File: config.mk
export PLATFORM = sky130hd
export DESIGN_NAME = lum_filter_mc_flat
export DESIGN_NICKNAME = d
export VERILOG_FILES = /design/src/rtl/lum_filter_mc_if.sv /design/src/rtl/lum_filter_mc.sv /design/src/flat_wrapper.sv
export SDC_FILE = /design/constraint.sdc
export NUM_CORES = 1
export LEC_CHECK = 0
export CELL_PAD_IN_SITES_DETAIL_PLACEMENT = 0
export CELL_PAD_IN_SITES_GLOBAL_PLACEMENT = 2
export CORE_MARGIN = 1
export CORE_UTILIZATION = 41
export CTS_CLUSTER_DIAMETER = 200
export DETAILED_ROUTE_END_ITERATION = 16
export GPL_TIMING_DRIVEN = 0
export PLACE_DENSITY = 0.94
export SYNTH_ARGS = -nofsm -noshare
export SYNTH_HDL_FRONTEND = slang
export SYNTH_SLANG_ARGS = --single-unit
File: constraint.sdc
create_clock -name clock -period 10.9 [get_ports clock]
set_input_delay 2.725 -clock clock [delete_from_list [all_inputs] [get_ports clock]]
set_output_delay 2.725 -clock clock [all_outputs]
set_load 0.01 [all_outputs]
File: src/rtl/lum_filter_mc_if.sv
// Sample-vector handshake bundle for lum_filter_mc.
// master drives valid_i/value_i/clear_i/coeffs; slave returns ready_o/valid_o/value_o.
interface lum_filter_mc_if #(
  parameter int WIDTH    = 5,
  parameter int CHANNELS = 4
);
  logic                      valid_i;
  logic                      ready_o;
  logic [CHANNELS*WIDTH-1:0] value_i;
  logic                      clear_i;
  logic [15:0]               coeff_rise_i;
  logic [15:0]               coeff_fall_i;
  logic                      valid_o;
  logic [CHANNELS*WIDTH-1:0] value_o;

  modport master (
    output valid_i, value_i, clear_i,
    output coeff_rise_i, coeff_fall_i,
    input  ready_o, valid_o, value_o
  );

  modport slave (
    input  valid_i, value_i, clear_i,
    input  coeff_rise_i, coeff_fall_i,
    output ready_o, valid_o, value_o
  );
endinterface

File: src/rtl/lum_filter_mc.sv
// Time-multiplexed multi-channel first-order IIR luminance smoother.
// Ports: clock, reset (async, active-high), bus (lum_filter_mc_if.slave).
// Macro LUM_FILTER_ASYM_EN: separate rise/fall coefficients.
module lum_filter_mc #(
  parameter int WIDTH    = 5,
  parameter int CHANNELS = 4
) (
  input  logic         clock,
  input  logic         reset,
  lum_filter_mc_if.slave bus
);
  localparam int YW = WIDTH + 16;
  localparam int DW = WIDTH + 18;
  localparam int PW = DW + 17;
  localparam int CW = (CHANNELS > 1) ? $clog2(CHANNELS) : 1;

  typedef enum logic [1:0] {IDLE, RUN, DRAIN} state_t;

  state_t r_state, w_state_nxt;

  logic [YW-1:0]             r_y [CHANNELS];
  logic [YW-1:0]             w_y_nxt [CHANNELS];
  logic [CHANNELS*WIDTH-1:0] r_x;
  logic                      r_clr;
  logic [15:0]               r_rise;
  logic [CW-1:0]             r_cnt;

  logic                 r_s1_v, r_s1_last;
  logic [CW-1:0]        r_s1_idx;
  logic signed [DW-1:0] r_s1_d;
  logic [15:0]          r_s1_a;

  logic                 r_s2_v, r_s2_last;
  logic [CW-1:0]        r_s2_idx;
  logic signed [PW-1:0] r_s2_p;

  logic                      r_valid_o;
  logic [CHANNELS*WIDTH-1:0] r_value_o;

  logic                      w_hs, w_issue, w_cnt_last, w_last_wb;
  logic [WIDTH-1:0]          w_x;
  logic signed [DW-1:0]      w_d;
  logic [15:0]               w_alpha;
  logic signed [PW-1:0]      w_inc;
  logic [YW-1:0]             w_ysum;
  logic [CHANNELS*WIDTH-1:0] w_out;

  assign bus.ready_o = (r_state == IDLE);
  assign bus.valid_o = r_valid_o;
  assign bus.value_o = r_value_o;

  assign w_hs       = bus.valid_i & bus.ready_o;
  assign w_issue    = (r_state == RUN);
  assign w_cnt_last = (r_cnt == CW'(CHANNELS - 1));
  assign w_last_wb  = r_s2_v & r_s2_last;

  // S1: signed error between new sample and state
  assign w_x = r_x[r_cnt*WIDTH +: WIDTH];
  assign w_d = $signed({2'b0, w_x, 16'b0})
             - $signed({2'b0, r_y[r_cnt]});

`ifdef LUM_FILTER_ASYM_EN
  logic [15:0] r_fall;
  assign w_alpha = (w_d > 0) ? r_rise : r_fall;
`else
  logic w_unused_fall;
  assign w_unused_fall = ^bus.coeff_fall_i;
  assign w_alpha = r_rise;
`endif

  // S3: rounded arithmetic shift of the product back to Q.16
  assign w_inc  = (r_s2_p + PW'(32768)) >>> 16;
  assign w_ysum = r_y[r_s2_idx] + w_inc[YW-1:0];

  always_comb begin
    for (int k = 0; k < CHANNELS; k++) w_y_nxt[k] = r_y[k];
    if (r_s2_v) begin
      if (r_clr)
        w_y_nxt[r_s2_idx] = {r_x[r_s2_idx*WIDTH +: WIDTH], 16'b0};
      else
        w_y_nxt[r_s2_idx] = w_ysum;
    end
  end

  // Output uses the post-write state so the last channel lands
  // in the same cycle that valid_o rises.
  always_comb begin
    logic [YW:0] rnd;
    w_out = '0;
    rnd   = '0;
    for (int k = 0; k < CHANNELS; k++) begin
      rnd = {1'b0, w_y_nxt[k]} + (YW+1)'(32768);
      if (rnd[YW:16] > (WIDTH+1)'((1 << WIDTH) - 1))
        w_out[k*WIDTH +: WIDTH] = '1;
      else
        w_out[k*WIDTH +: WIDTH] = rnd[16 +: WIDTH];
    end
  end

  always_comb begin
    w_state_nxt = r_state;
    unique case (r_state)
      IDLE:    if (w_hs) w_state_nxt = RUN;
      RUN:     if (w_cnt_last) w_state_nxt = DRAIN;
      DRAIN:   if (w_last_wb) w_state_nxt = IDLE;
      default: w_state_nxt = IDLE;
    endcase
  end

  always_ff @(posedge clock or posedge reset) begin
    if (reset) r_state <= IDLE;
    else       r_state <= w_state_nxt;
  end

  always_ff @(posedge clock or posedge reset) begin
    if (reset) begin
      r_x    <= '0;
      r_clr  <= 1'b0;
      r_rise <= '0;
`ifdef LUM_FILTER_ASYM_EN
      r_fall <= '0;
`endif
      r_cnt  <= '0;
    end else if (w_hs) begin
      r_x    <= bus.value_i;
      r_clr  <= bus.clear_i;
      r_rise <= bus.coeff_rise_i;
`ifdef LUM_FILTER_ASYM_EN
      r_fall <= bus.coeff_fall_i;
`endif
      r_cnt  <= '0;
    end else if (w_issue) begin
      r_cnt  <= r_cnt + 1'b1;
    end
  end

  always_ff @(posedge clock or posedge reset) begin
    if (reset) begin
      r_s1_v    <= 1'b0;
      r_s1_last <= 1'b0;
      r_s1_idx  <= '0;
      r_s1_d    <= '0;
      r_s1_a    <= '0;
      r_s2_v    <= 1'b0;
      r_s2_last <= 1'b0;
      r_s2_idx  <= '0;
      r_s2_p    <= '0;
    end else begin
      r_s1_v    <= w_issue;
      r_s1_last <= w_issue & w_cnt_last;
      r_s1_idx  <= r_cnt;
      r_s1_d    <= w_d;
      r_s1_a    <= w_alpha;
      r_s2_v    <= r_s1_v;
      r_s2_last <= r_s1_last;
      r_s2_idx  <= r_s1_idx;
      r_s2_p    <= r_s1_d * $signed({1'b0, r_s1_a});
    end
  end

  always_ff @(posedge clock or posedge reset) begin
    if (reset) begin
      for (int k = 0; k < CHANNELS; k++) r_y[k] <= '0;
      r_valid_o <= 1'b0;
      r_value_o <= '0;
    end else begin
      for (int k = 0; k < CHANNELS; k++) r_y[k] <= w_y_nxt[k];
      r_valid_o <= w_last_wb;
      if (w_last_wb) r_value_o <= w_out;
    end
  end
endmodule

File: src/flat_wrapper.sv
// flat-port wrapper written by rule: the top's interface ports become plain ports
module lum_filter_mc_flat 
#(
  parameter int WIDTH    = 5,
  parameter int CHANNELS = 4
)
  (clock, reset, bus_valid_i, bus_value_i, bus_clear_i, bus_coeff_rise_i, bus_coeff_fall_i, bus_ready_o, bus_valid_o, bus_value_o);
  lum_filter_mc_if #(.WIDTH(WIDTH), .CHANNELS(CHANNELS)) bus_i ();
  input  logic clock;
  input  logic reset;
  input wire logic [$bits(bus_i.valid_i)-1:0] bus_valid_i;
  input wire logic [$bits(bus_i.value_i)-1:0] bus_value_i;
  input wire logic [$bits(bus_i.clear_i)-1:0] bus_clear_i;
  input wire logic [$bits(bus_i.coeff_rise_i)-1:0] bus_coeff_rise_i;
  input wire logic [$bits(bus_i.coeff_fall_i)-1:0] bus_coeff_fall_i;
  output wire logic [$bits(bus_i.ready_o)-1:0] bus_ready_o;
  output wire logic [$bits(bus_i.valid_o)-1:0] bus_valid_o;
  output wire logic [$bits(bus_i.value_o)-1:0] bus_value_o;
  assign bus_i.valid_i = bus_valid_i;
  assign bus_i.value_i = bus_value_i;
  assign bus_i.clear_i = bus_clear_i;
  assign bus_i.coeff_rise_i = bus_coeff_rise_i;
  assign bus_i.coeff_fall_i = bus_coeff_fall_i;
  assign bus_ready_o = bus_i.ready_o;
  assign bus_valid_o = bus_i.valid_o;
  assign bus_value_o = bus_i.value_o;
  lum_filter_mc #(.WIDTH(WIDTH), .CHANNELS(CHANNELS)) u_core (.clock(clock), .reset(reset), .bus(bus_i));
endmodule
==> results summary, run 1 <==
The count of H-tree levels built during CTS came out at 1. The number of nets in the synthesized netlist is 2895. In this run, synthesis inferred 0 flip-flops with an integrated enable. Gates resized during post-CTS repair numbered 0. Across all setup checks in the final design, the least slack found is 3.230 ns.

The clock latency on the worst-skew pair is 0.56 ns. The met3 wirelength from detailed routing came out at 4142 um. The residual antenna-violating net count after detailed routing is 0. The horizontal die dimension is 238.5 um. In the final timing run, aggregate negative setup slack is 0 ns. The area added between synthesis and finish came out at 10.29%. Of all flip-flops after synthesis, the portion carrying an async set or reset was 100.0%. Before CTS, the worst setup slack after placement is 3.173 ns.

The clock passes through at most 3 buffers. The number of vias in the routed layout came out at 16.85k. The unique cell type count in the Yosys netlist came out at 67. The tree is rooted in a clkbuf_16. After technology mapping, the gate count stands at 2381.

The number of placed instances, taps included is 3191. Once layout is complete, the utilization of the core stands at 45.80%. The data required time of the worst path is 11.32 ns. The number of global-route vias before repair was 18.27k. The finished layout holds 3234 standard cells, fillers aside. Along the worst path, the maximum fanout reaches 10.

Wire segments on met2 add up to 28630 um in the final route. The number of placed I/O pins came out at 78. The sum of net half-perimeters after detailed placement is 49230 um. The overall fraction of global-route tracks in use is 22.69%.

The Yosys step of the flow raised 0 warnings. The met1 layer wirelength in the final routing is 25660 um. The TritonCTS buffer count came out at 24. After clock tree synthesis, the setup repair step added 0 buffers.

The achievable frequency is 130.4 MHz. The synthesis-stage register bit count is 214. The highest routed metal layer is met5.

The critical path endpoint category is a flip-flop. Sequential elements use 23.36% of the synthesized area. The height of the die is 238.5 um. The class of the most critical setup path is reg2reg. Between clock sinks in the finished design, the worst skew comes to 0.02816 ns. Setup repair after global routing left no endpoint under its margin. The number of slew-limit violations in the final report came out at 0. Across the run, the number of max-cap violations was 0. For this run, the detailed router's first-pass iteration total came to 5. The number of antenna violations at the first check in global routing was 1. TritonCTS built the clock tree. The clock net sink count came out at 214. The row count is 86. The synthesized area per cell came out at 9.628 um^2. The flow ran to the end, and the final reports show no timing, DRC or antenna violations. The number of failing setup endpoints in the final timing report is 0. The residual DRC count came out at 0. The clock-pin slew of the registers on the worst-case setup and hold paths came out at 0.07 ns.

The measured slew at the worst slew-check pin came out at 1.053 ns. The initial core utilization is 41.53%. The synthesized netlist occupies a cell area of 22920 um^2.

The first-pass GRT wire length is 99150 um. In this run the tightest slew margin relative to its limit is 29.81%. At the end of routability-driven placement, the weighted congestion stood at 0.9120. The total count of hold-check failures in the final report came out at 0.

The shortest period the worst path allows came out at 7.670 ns. Wires add up to 60730 um. The layout has 5365 filler cells. The hold buffer count at CTS is 0. The die outline area came out at 56860 um^2. The detailed-route wire length per cell came out at 18.78 um.

The total core area is 55200 um^2. The largest net degree at the start of global routing is 135. The remaining global-route overflow came out at 0.

In the final layout, the share of cells above drive strength 1 is 4.748%. The data arrival time of the critical path came out at 8.09 ns. The final period utilization is 70.36%. The kind of start point of the critical path is a flip-flop. The number of nets in the final layout is 2983. The detailed router finished its first iteration with 1286 violations. The worst min-delay path class is reg2reg. Among all flip-flop cells after synthesis, the most frequent one is dfrtp_1.

The register-to-register path setup slack came out at 3.23 ns. The average via count per standard cell came out at 5.209. Buffers placed on the I/O ports in this run total 61.
## critical path: stages, from the launching register on
cell	delay (ns)
dfrtp_1	0.46
clkbuf_1	0.65
nand2_1	0.18
fa_1	0.54
inv_1	0.05
fa_1	0.52
inv_1	0.06
fa_1	0.53
inv_1	0.06
fa_1	0.45
fa_1	0.50
inv_1	0.05
fa_1	0.47
inv_1	0.04
ha_1	0.33
a21oi_1	0.21
a21o_1	0.14
o31ai_1	0.08
o32a_1	0.46
a2111oi_0	0.88
nor3_1	0.23
o2111ai_1	0.34
nand3b_1	0.13
xor2_1	0.15
## area by class of cell
cell class	instances	area [um^2]	share of cell area [%]
tap	748	935.9	3.702
sequential	214	5355	21.18
multi-input combinational	1625	15520	61.40
clock inverter	7	73.82	0.2920
buffer	102	394.1	1.559
timing repair buffer	62	638.1	2.524
antenna	1	2.502	0.009897
inverter	440	1659	6.562
clock buffer	35	701.9	2.776
## cell families after synthesis
logic type	synth area share, %
AOI/OAI and AO/OA	7.461
adders and majority gates	36.00
muxes	5.502
xor gates and xnor gates	3.553
buffers and inverters	8.924
DFF	23.36
and+or+nand+nor	15.20
## per-layer routing
metal / GRT usage (%) / vias up
met3: 4.269 / 120
met4: 8.450 / 2
met2: 37.02 / 546
li1: - / 7622
met5: 0.6926 / -
met1: 29.97 / 8556
## synth_stat cells (10+ instances only)
master	number	area share [%]
o21a_1	11	0.36
fa_1	336	29
ha_1	122	6.7
mux4_2	51	5.0
nand4_1	10	0.27
nand3_1	20	0.44
dfrtp_1	214	23
clkbuf_1	93	1.5
and3_1	14	0.38
a22o_1	16	0.61
xor2_1	31	1.2
and2_1	143	3.9
nor3_1	12	0.26
o31ai_1	20	0.65
or3_1	10	0.27
a21oi_1	50	1.1
o21ai_0	68	1.5
a21o_1	13	0.43
xnor2_1	62	2.4
inv_1	440	7.2
nor2_1	51	0.84
nand2_1	463	7.6
## stage by stage
stage / hold slack, ns / cell area (um^2)
after global placement: 0.3347 / 24470
after global routing: 0.3646 / 25280
after CTS: 0.3487 / 25280
after detailed placement: 0.3347 / 24510
after floorplan: 0.3312 / 22920
final: 0.3491 / 25280
## path summary, 6_finish.rpt
check                            startpoint                 to  cells after the start
setup / recovery           u_core.r_s1_a[9]  u_core.r_s2_p[35]                     23
hold / removal                u_core.r_s1_v      u_core.r_s2_v                      0
setup reg to reg           u_core.r_s1_a[9]  u_core.r_s2_p[35]                     23
hold reg to reg               u_core.r_s1_v      u_core.r_s2_v                      0
max in group asynchronous             reset          async pin                      3
min in group asynchronous             reset  u_core.r_rise[14]                      2
## placed cells by master (no fill, tap or decap), drive strengths merged, types with 4 or more instances in the layout
cell type,Yosys,final
nand3,20,20
a21o,13,13
nand2b,8,8
a21oi,50,50
a22o,16,16
ha,122,122
inv,440,440
clkdlybuf4s50,0,61
nor4,5,5
or3,11,11
o21bai,8,8
clkinv,0,5
xor2,31,31
o22a,9,9
buf,9,10
a211oi,5,5
and2,143,143
mux2,5,5
a2111oi,4,4
nor2,52,52
o21a,11,11
xnor2,62,62
o21ai,69,69
o31ai,21,21
nor3,12,12
nor2b,4,4
and3,14,14
clkbuf,93,128
nand2,463,463
nand4,10,10
a31o,6,6
and4,8,8
dfrtp,214,214
o211a,4,4
o211ai,8,8
mux4,52,52
fa,336,336
Power of run 1 is left out: the tool's default activity adds up to more than one toggle a clock period on the data nets, which glitch-free logic cannot reach.
==> run 2: changes to the inputs <==
==> constraint.sdc (replaced) <==
create_clock -name clock -period 7.6 [get_ports clock]
set_input_delay 1.9 -clock clock [delete_from_list [all_inputs] [get_ports clock]]
set_output_delay 1.9 -clock clock [all_outputs]
set_load 0.01 [all_outputs]
==> run 2 against run 1 <==
Routed wire length is 1.1% higher. Via count grew 0.97%. Global-route usage is 0.18 points higher. Die area is the same. Hold slack worse by 0.0012 ns. Non-clock buffer count grew 4. Register-to-register slack worse by 2.9 ns. Setup slack worse by 2.9 ns. Sequential share of layout area shrank 0.16 points. Flip-flop and latch count did not move. Final area increased by 0.75%.
==> results summary, run 2 (synthesis gave the netlist of run 1 again) <==
The worst pin sits at a relative slew slack of 27.17%. The average via count per standard cell came out at 5.248. The data arrival time of the critical path is 7.68 ns. The number of vias in the routed layout is 17.01k. The setup skew after layout is 0.02931 ns.

The remaining global-route overflow came out at 0. The hold buffer count at CTS is 0. The final weighted congestion of routability-driven global placement is 0.9199. The commonest non-fill, non-tap cell in the layout is nand2_1.

The worst min-delay path class is reg2reg. The total count of hold-check failures in the final report was 0. The number of antenna violations at the first check in global routing is 0.

The hold-critical path depth came out at 0. After detailed routing, the average wire length per cell comes to 18.94 um. After clock tree synthesis, the clock-pin slew on the worst setup and hold paths is 0.06 ns. Setup repair after global routing left no endpoint under its margin.

The pre-CTS setup slack came out at -0.2022 ns. The number of violations reported at the end of detailed-routing iteration 0 came out at 1230. The worst hold path begins at u_core.r_s1_idx[1]. In this run the standard cell core region covers 55200 um^2. The CTS tree is yes.

The number of slew-limit violations in the final report is 0. The fraction of final layout cells with drive strength greater than 1 is 5.495%. The run finished with clean final reports. The number of global-route vias before repair came out at 18.56k. The sink of the worst hold path is u_core.r_s2_idx[1]. The height of the die came out at 238.5 um.

The initial core utilization is 41.53%. The shortest period the worst path allows came out at 7.255 ns. The clock net sink count came out at 214. The largest net degree at the start of global routing is 45. The first-pass GRT wire length came out at 100400 um.

After layout, the worst path uses 95.46% of the clock period. After legalization and detailed placement, the total HPWL measured 50050 um. The wire length reported by the detailed router came out at 61400 um. The number of setup buffers added after CTS is 0. The number of failing setup endpoints in the final timing report came out at 0. The share of the core filled with cells came out at 46.15%. STA classifies the critical path endpoint as a flip-flop. The residual DRC count came out at 0.

In the layout the commonest cells are nand2_1 (463), inv_1 (439), fa_1 (336). The area added between synthesis and finish came out at 11.12%. The data required time of the worst path is 8.02 ns. The final critical-path setup slack came out at 0.3447 ns. The register-to-register path setup slack is 0.34 ns. The final-layout fill cell count is 5370.

The count of H-tree levels built during CTS came out at 1. The root buffer cell chosen for the clock tree is clkbuf_16. The horizontal die dimension is 238.5 um. During placement, the flow inserted port buffers numbering 61.

The number of placed I/O pins is 78. The overall fraction of global-route tracks in use came out at 22.86%. Counting the buffers created by CTS gives 26. The startpoint identified for the worst register-to-register timing path is u_core.r_s1_d[5]. The row count is 86.

The number of nets in the final layout is 2989. The reg-to-reg endpoint is u_core.r_s2_p[35]. The repair_antennas step left the layout with diodes totalling 0. For this run, the detailed router's first-pass iteration total came to 7. The clock latency on the worst-skew pair is 0.56 ns. For the pin with the worst max-slew slack, the measured transition is 1.093 ns. The tool flagged a number of max-cap violations equal to 0. The residual antenna-violating net count after detailed routing is 0.

The achievable frequency came out at 137.8 MHz. The maximum count of clock buffers along a single path is 3. The die outline area came out at 56860 um^2. The highest fanout seen on the critical path is 10. STA classifies the critical path startpoint as a flip-flop. The setup path with the least slack is of type reg2reg. The logic depth of the worst register-to-register path is 23.
-- run 2: changes by cell type in the layout (fill, tap and decap cells not counted), sizes merged --
cell / before / now
buf: 10 / 14
clkinvlp: 1 / 4
bufinv: 1 / 3
clkbuf: 128 / 127
diode: 1 / 0
-- run 2: final cells by class --
type                            instances  area, um^2  area share [%]
Timing Repair Buffer                   66       710.7           2.790
Multi-Input combinational cell       1625       15530           60.96
Tap cell                              748       935.9           3.674
Sequential cell                       214        5355           21.02
Clock inverter                         12       161.4          0.6336
Clock buffer                           34       720.7           2.829
Inverter                              440        1655           6.498
Buffer                                102       405.4           1.591
-- run 2: worst max path at each step --
stage                   endpoint  slack, ns  cells past startpoint               from
5_1_grt        u_core.r_s2_p[36]      0.003                     23   u_core.r_s1_a[9]
2_1_floorplan  u_core.r_s2_p[35]       1.31                     23   u_core.r_s1_d[7]
6_report       u_core.r_s2_p[35]       0.34                     23   u_core.r_s1_d[5]
4_1_cts        u_core.r_s2_p[36]       0.02                     23   u_core.r_s1_d[7]
3_5_place_dp   u_core.r_s2_p[36]      -0.20                     20  u_core.r_s1_d[10]
3_3_place_gp   u_core.r_s2_p[35]      -0.11                     20  u_core.r_s1_d[10]
-- run 2: layer usage --
| metal | GRT usage, % | wire length [um] | up-vias |
|---|---|---|---|
| met5 | 0 | 0 | - |
| met4 | 7.731 | 2030 | 0 |
| met3 | 4.153 | 4410 | 120 |
| met2 | 37.68 | 29190 | 598 |
| met1 | 30.36 | 25770 | 8655 |
| li1 | - | - | 7637 |
-- run 2: worst max-delay path, stage by stage, from the launching register on --
cell       delay, ns
dfrtp_1         0.60
clkbuf_1        0.50
nand2_1         0.16
fa_1            0.51
inv_1           0.05
fa_1            0.51
inv_1           0.06
fa_1            0.53
inv_1           0.06
fa_1            0.45
fa_1            0.50
inv_1           0.05
fa_1            0.47
inv_1           0.04
ha_1            0.32
a21oi_1         0.21
a21o_1          0.14
o31ai_1         0.08
o32a_1          0.47
a2111oi_2       0.59
nor3_1          0.19
o2111ai_1       0.33
nand3b_1        0.14
xor2_1          0.16
-- run 2: through the flow --
step           cell area [um^2]  hold slack [ns]  cells  TNS [ns]
2_1_floorplan             22930           0.3312   2381         0
3_3_place_gp              24470           0.3340   3190   -0.2658
3_5_place_dp              24570           0.3347   3195   -0.6163
4_1_cts                   25460           0.3479   3241         0
5_1_grt                   25470           0.3526   3241         0
6_report                  25470           0.3479   3241         0
-- run 2: timing repair --
| item | CTS | global route |
|---|---|---|
| resized for setup | 2 | 17 |
| hold endpoints to repair | 0 | 0 |
| endpoints found under the setup margin | 5 | 8 |
Power of run 2 is left out for the same reason.
==> run 3: changes to the inputs <==
--- a/config.mk
+++ b/config.mk
@@ -12,7 +12,7 @@
 export CTS_CLUSTER_DIAMETER = 200
 export DETAILED_ROUTE_END_ITERATION = 16
 export GPL_TIMING_DRIVEN = 0
-export PLACE_DENSITY = 0.94
+export PLACE_DENSITY = 0.86
 export SYNTH_ARGS = -nofsm -noshare
 export SYNTH_HDL_FRONTEND = slang
 export SYNTH_SLANG_ARGS = --single-unit
==> run 3 against run 2 <==
Utilization down 0.082 points. Setup slack better by 0.013 ns. Die area unchanged.
==> results summary, run 3 (synthesis gave the netlist of run 1 again) <==
Across the routed clock network, the largest skew measured is 0.02611 ns. Measured along the y axis, the die boundary spans 238.5 um. The number of nets in the final layout is 2989. The number of violations reported at the end of detailed-routing iteration 0 is 1008. The library cells used most frequently in the layout, excluding fill and tap cells, are nand2_1 (463), inv_1 (439), fa_1 (336). At the end of routability-driven placement, the weighted congestion stood at 0.8992. The measured slew at the worst slew-check pin came out at 1.148 ns.

The highest fanout seen on the critical path is 10. The number of global-route vias before repair came to 18.36k. The placed standard-cell area came out at 24570 um^2. 78 I/O pins were placed.

In the final timing run, aggregate negative setup slack is 0 ns. The overall fraction of global-route tracks in use came out at 23.30%. The wire length reported by the detailed router came out at 62320 um. The number of antenna violations at the first check in global routing was 1. The achievable frequency is 138.1 MHz.

The die is 238.5 um wide. TritonCTS built the clock tree. The fraction of final layout cells with drive strength greater than 1 came out at 5.580%. In the finished design, the share of the clock period the worst path needs comes to 95.30%. The area growth from synthesis to layout is 10.93%. The initial core utilization is 41.53%. The TritonCTS buffer count came out at 26. The number of violations of the max-capacitance limit is 0. The data arrival time of the critical path came out at 7.66 ns. The first-pass GRT wire length is 101700 um. The number of setup buffers added after CTS is 0.

The length of the first detailed-routing pass in iterations is 5. Headroom to the max-slew limit came out at 23.48%. The worst setup path is launched from a flip-flop. CTS saw 214 sinks. The total overflow left after global routing is 0.

The clock-pin slew of the registers on the worst-case setup and hold paths is 0.06 ns. The detailed-route wire length per cell came out at 19.24 um. The number of placed instances, taps included came out at 3195.

The commonest non-fill, non-tap cell in the layout is nand2_1. The later pin in the worst-skew pair is clocked with a latency of 0.56 ns. The maximum count of clock buffers along a single path came out at 3. The sum of net half-perimeters after detailed placement is 51400 um.

The post-layout instance count excluding filler cells is 3240. The worst setup path is of the reg2reg kind. The cell sitting at the root of the clock tree is a clkbuf_16. The residual antenna-violating net count after detailed routing is 0. The die outline area came out at 56860 um^2. Entering global routing, the biggest net connects 45 pins. CTS built an H-tree with a depth of 1. The number of failing setup endpoints in the final timing report came out at 0. The floorplan has 86 rows.

The total count of hold-check failures in the final report is 0. In this run the tool buffered the top-level ports with 61 buffer cells. The residual DRC count is 0. STA puts the critical path data required time at 8.02 ns. After routing the design area is 25430 um^2. The number of slew-limit violations in the final report came to 0. The critical path endpoint category is a flip-flop. The average via count per standard cell is 5.168. The run finished with clean final reports. The number of vias in the routed layout is 16.74k. The shortest period the worst path allows is 7.242 ns. The worst hold path belongs to the class reg2reg. The total core area came out at 55200 um^2.
## run 3: cell types whose count changed in the layout (fill, tap and decap cells not counted), sizes merged
cell | previous run | this run
diode | 0 | 1
clkbuf | 127 | 125
clkdlybuf4s15 | 0 | 1
bufinv | 3 | 1
inv | 440 | 442
clkinvlp | 4 | 1
clkinv | 5 | 7
## run 3: layer usage
| metal | vias up | global-route usage, % | wire length (um) | share of wire (%) |
|---|---|---|---|---|
| met1 | 8537 | 31.76 | 27310 | 44 |
| met4 | 0 | 6.119 | 1592 | 2.6 |
| met2 | 470 | 38.94 | 29760 | 48 |
| met3 | 81 | 3.309 | 3663 | 5.9 |
| met5 | - | 0 | 0 | 0 |
| li1 | 7656 | - | - | - |
## run 3: path summary, 6_finish.rpt
kind	slack, ns	cells past startpoint	endpoint	startpoint
setup / recovery	0.36	21	u_core.r_s2_p[35]	u_core.r_s1_d[15]
hold / removal	0.35	0	u_core.r_s2_v	u_core.r_s1_v
setup reg to reg	0.36	21	u_core.r_s2_p[35]	u_core.r_s1_d[15]
hold reg to reg	0.35	0	u_core.r_s2_v	u_core.r_s1_v
max in group asynchronous	4.58	5	async pin	reset
min in group asynchronous	1.83	2	u_core.r_rise[0]	reset
## run 3: repair_timing
action | CTS | global route
gates resized for setup | 2 | 26
hold buffers | 0 | 0
endpoints found under the setup margin | 8 | 5
## run 3: final cells by class
cell class	count	area, um^2
antenna	1	2.502
buffer	102	415.4
clock buffer	33	716.9
inverter	440	1655
sequential	214	5355
clock inverter	11	107.6
fill	5372	29770
tap	748	935.9
multi-input combinational	1625	15530
timing repair buffer	66	710.7
## run 3: worst max-delay path, stage by stage (launching register included)
cell,delay [ns]
dfrtp_1,0.58
clkbuf_1,0.58
nand2_1,0.18
fa_1,0.55
fa_1,0.53
fa_1,0.52
inv_1,0.05
fa_1,0.50
fa_1,0.49
inv_1,0.05
fa_1,0.47
inv_1,0.04
ha_1,0.34
nand2_1,0.13
a21o_1,0.09
o31ai_1,0.09
o32a_1,0.48
a2111oi_2,0.61
nor3_1,0.20
o2111ai_1,0.32
nand3b_1,0.13
xor2_1,0.16
## run 3: stage by stage
step	utilization [%]	hold WS [ns]	worst slack, ns
global placement	44.34	0.3320	-0.3194
global route	46.06	0.3518	-0.004412
finish	46.07	0.3475	0.3575
detailed placement	44.52	0.3347	-0.3631
CTS	46.02	0.3483	0.1654
floorplan	-	0.3312	1.311
Power of run 3 is left out for the same reason.
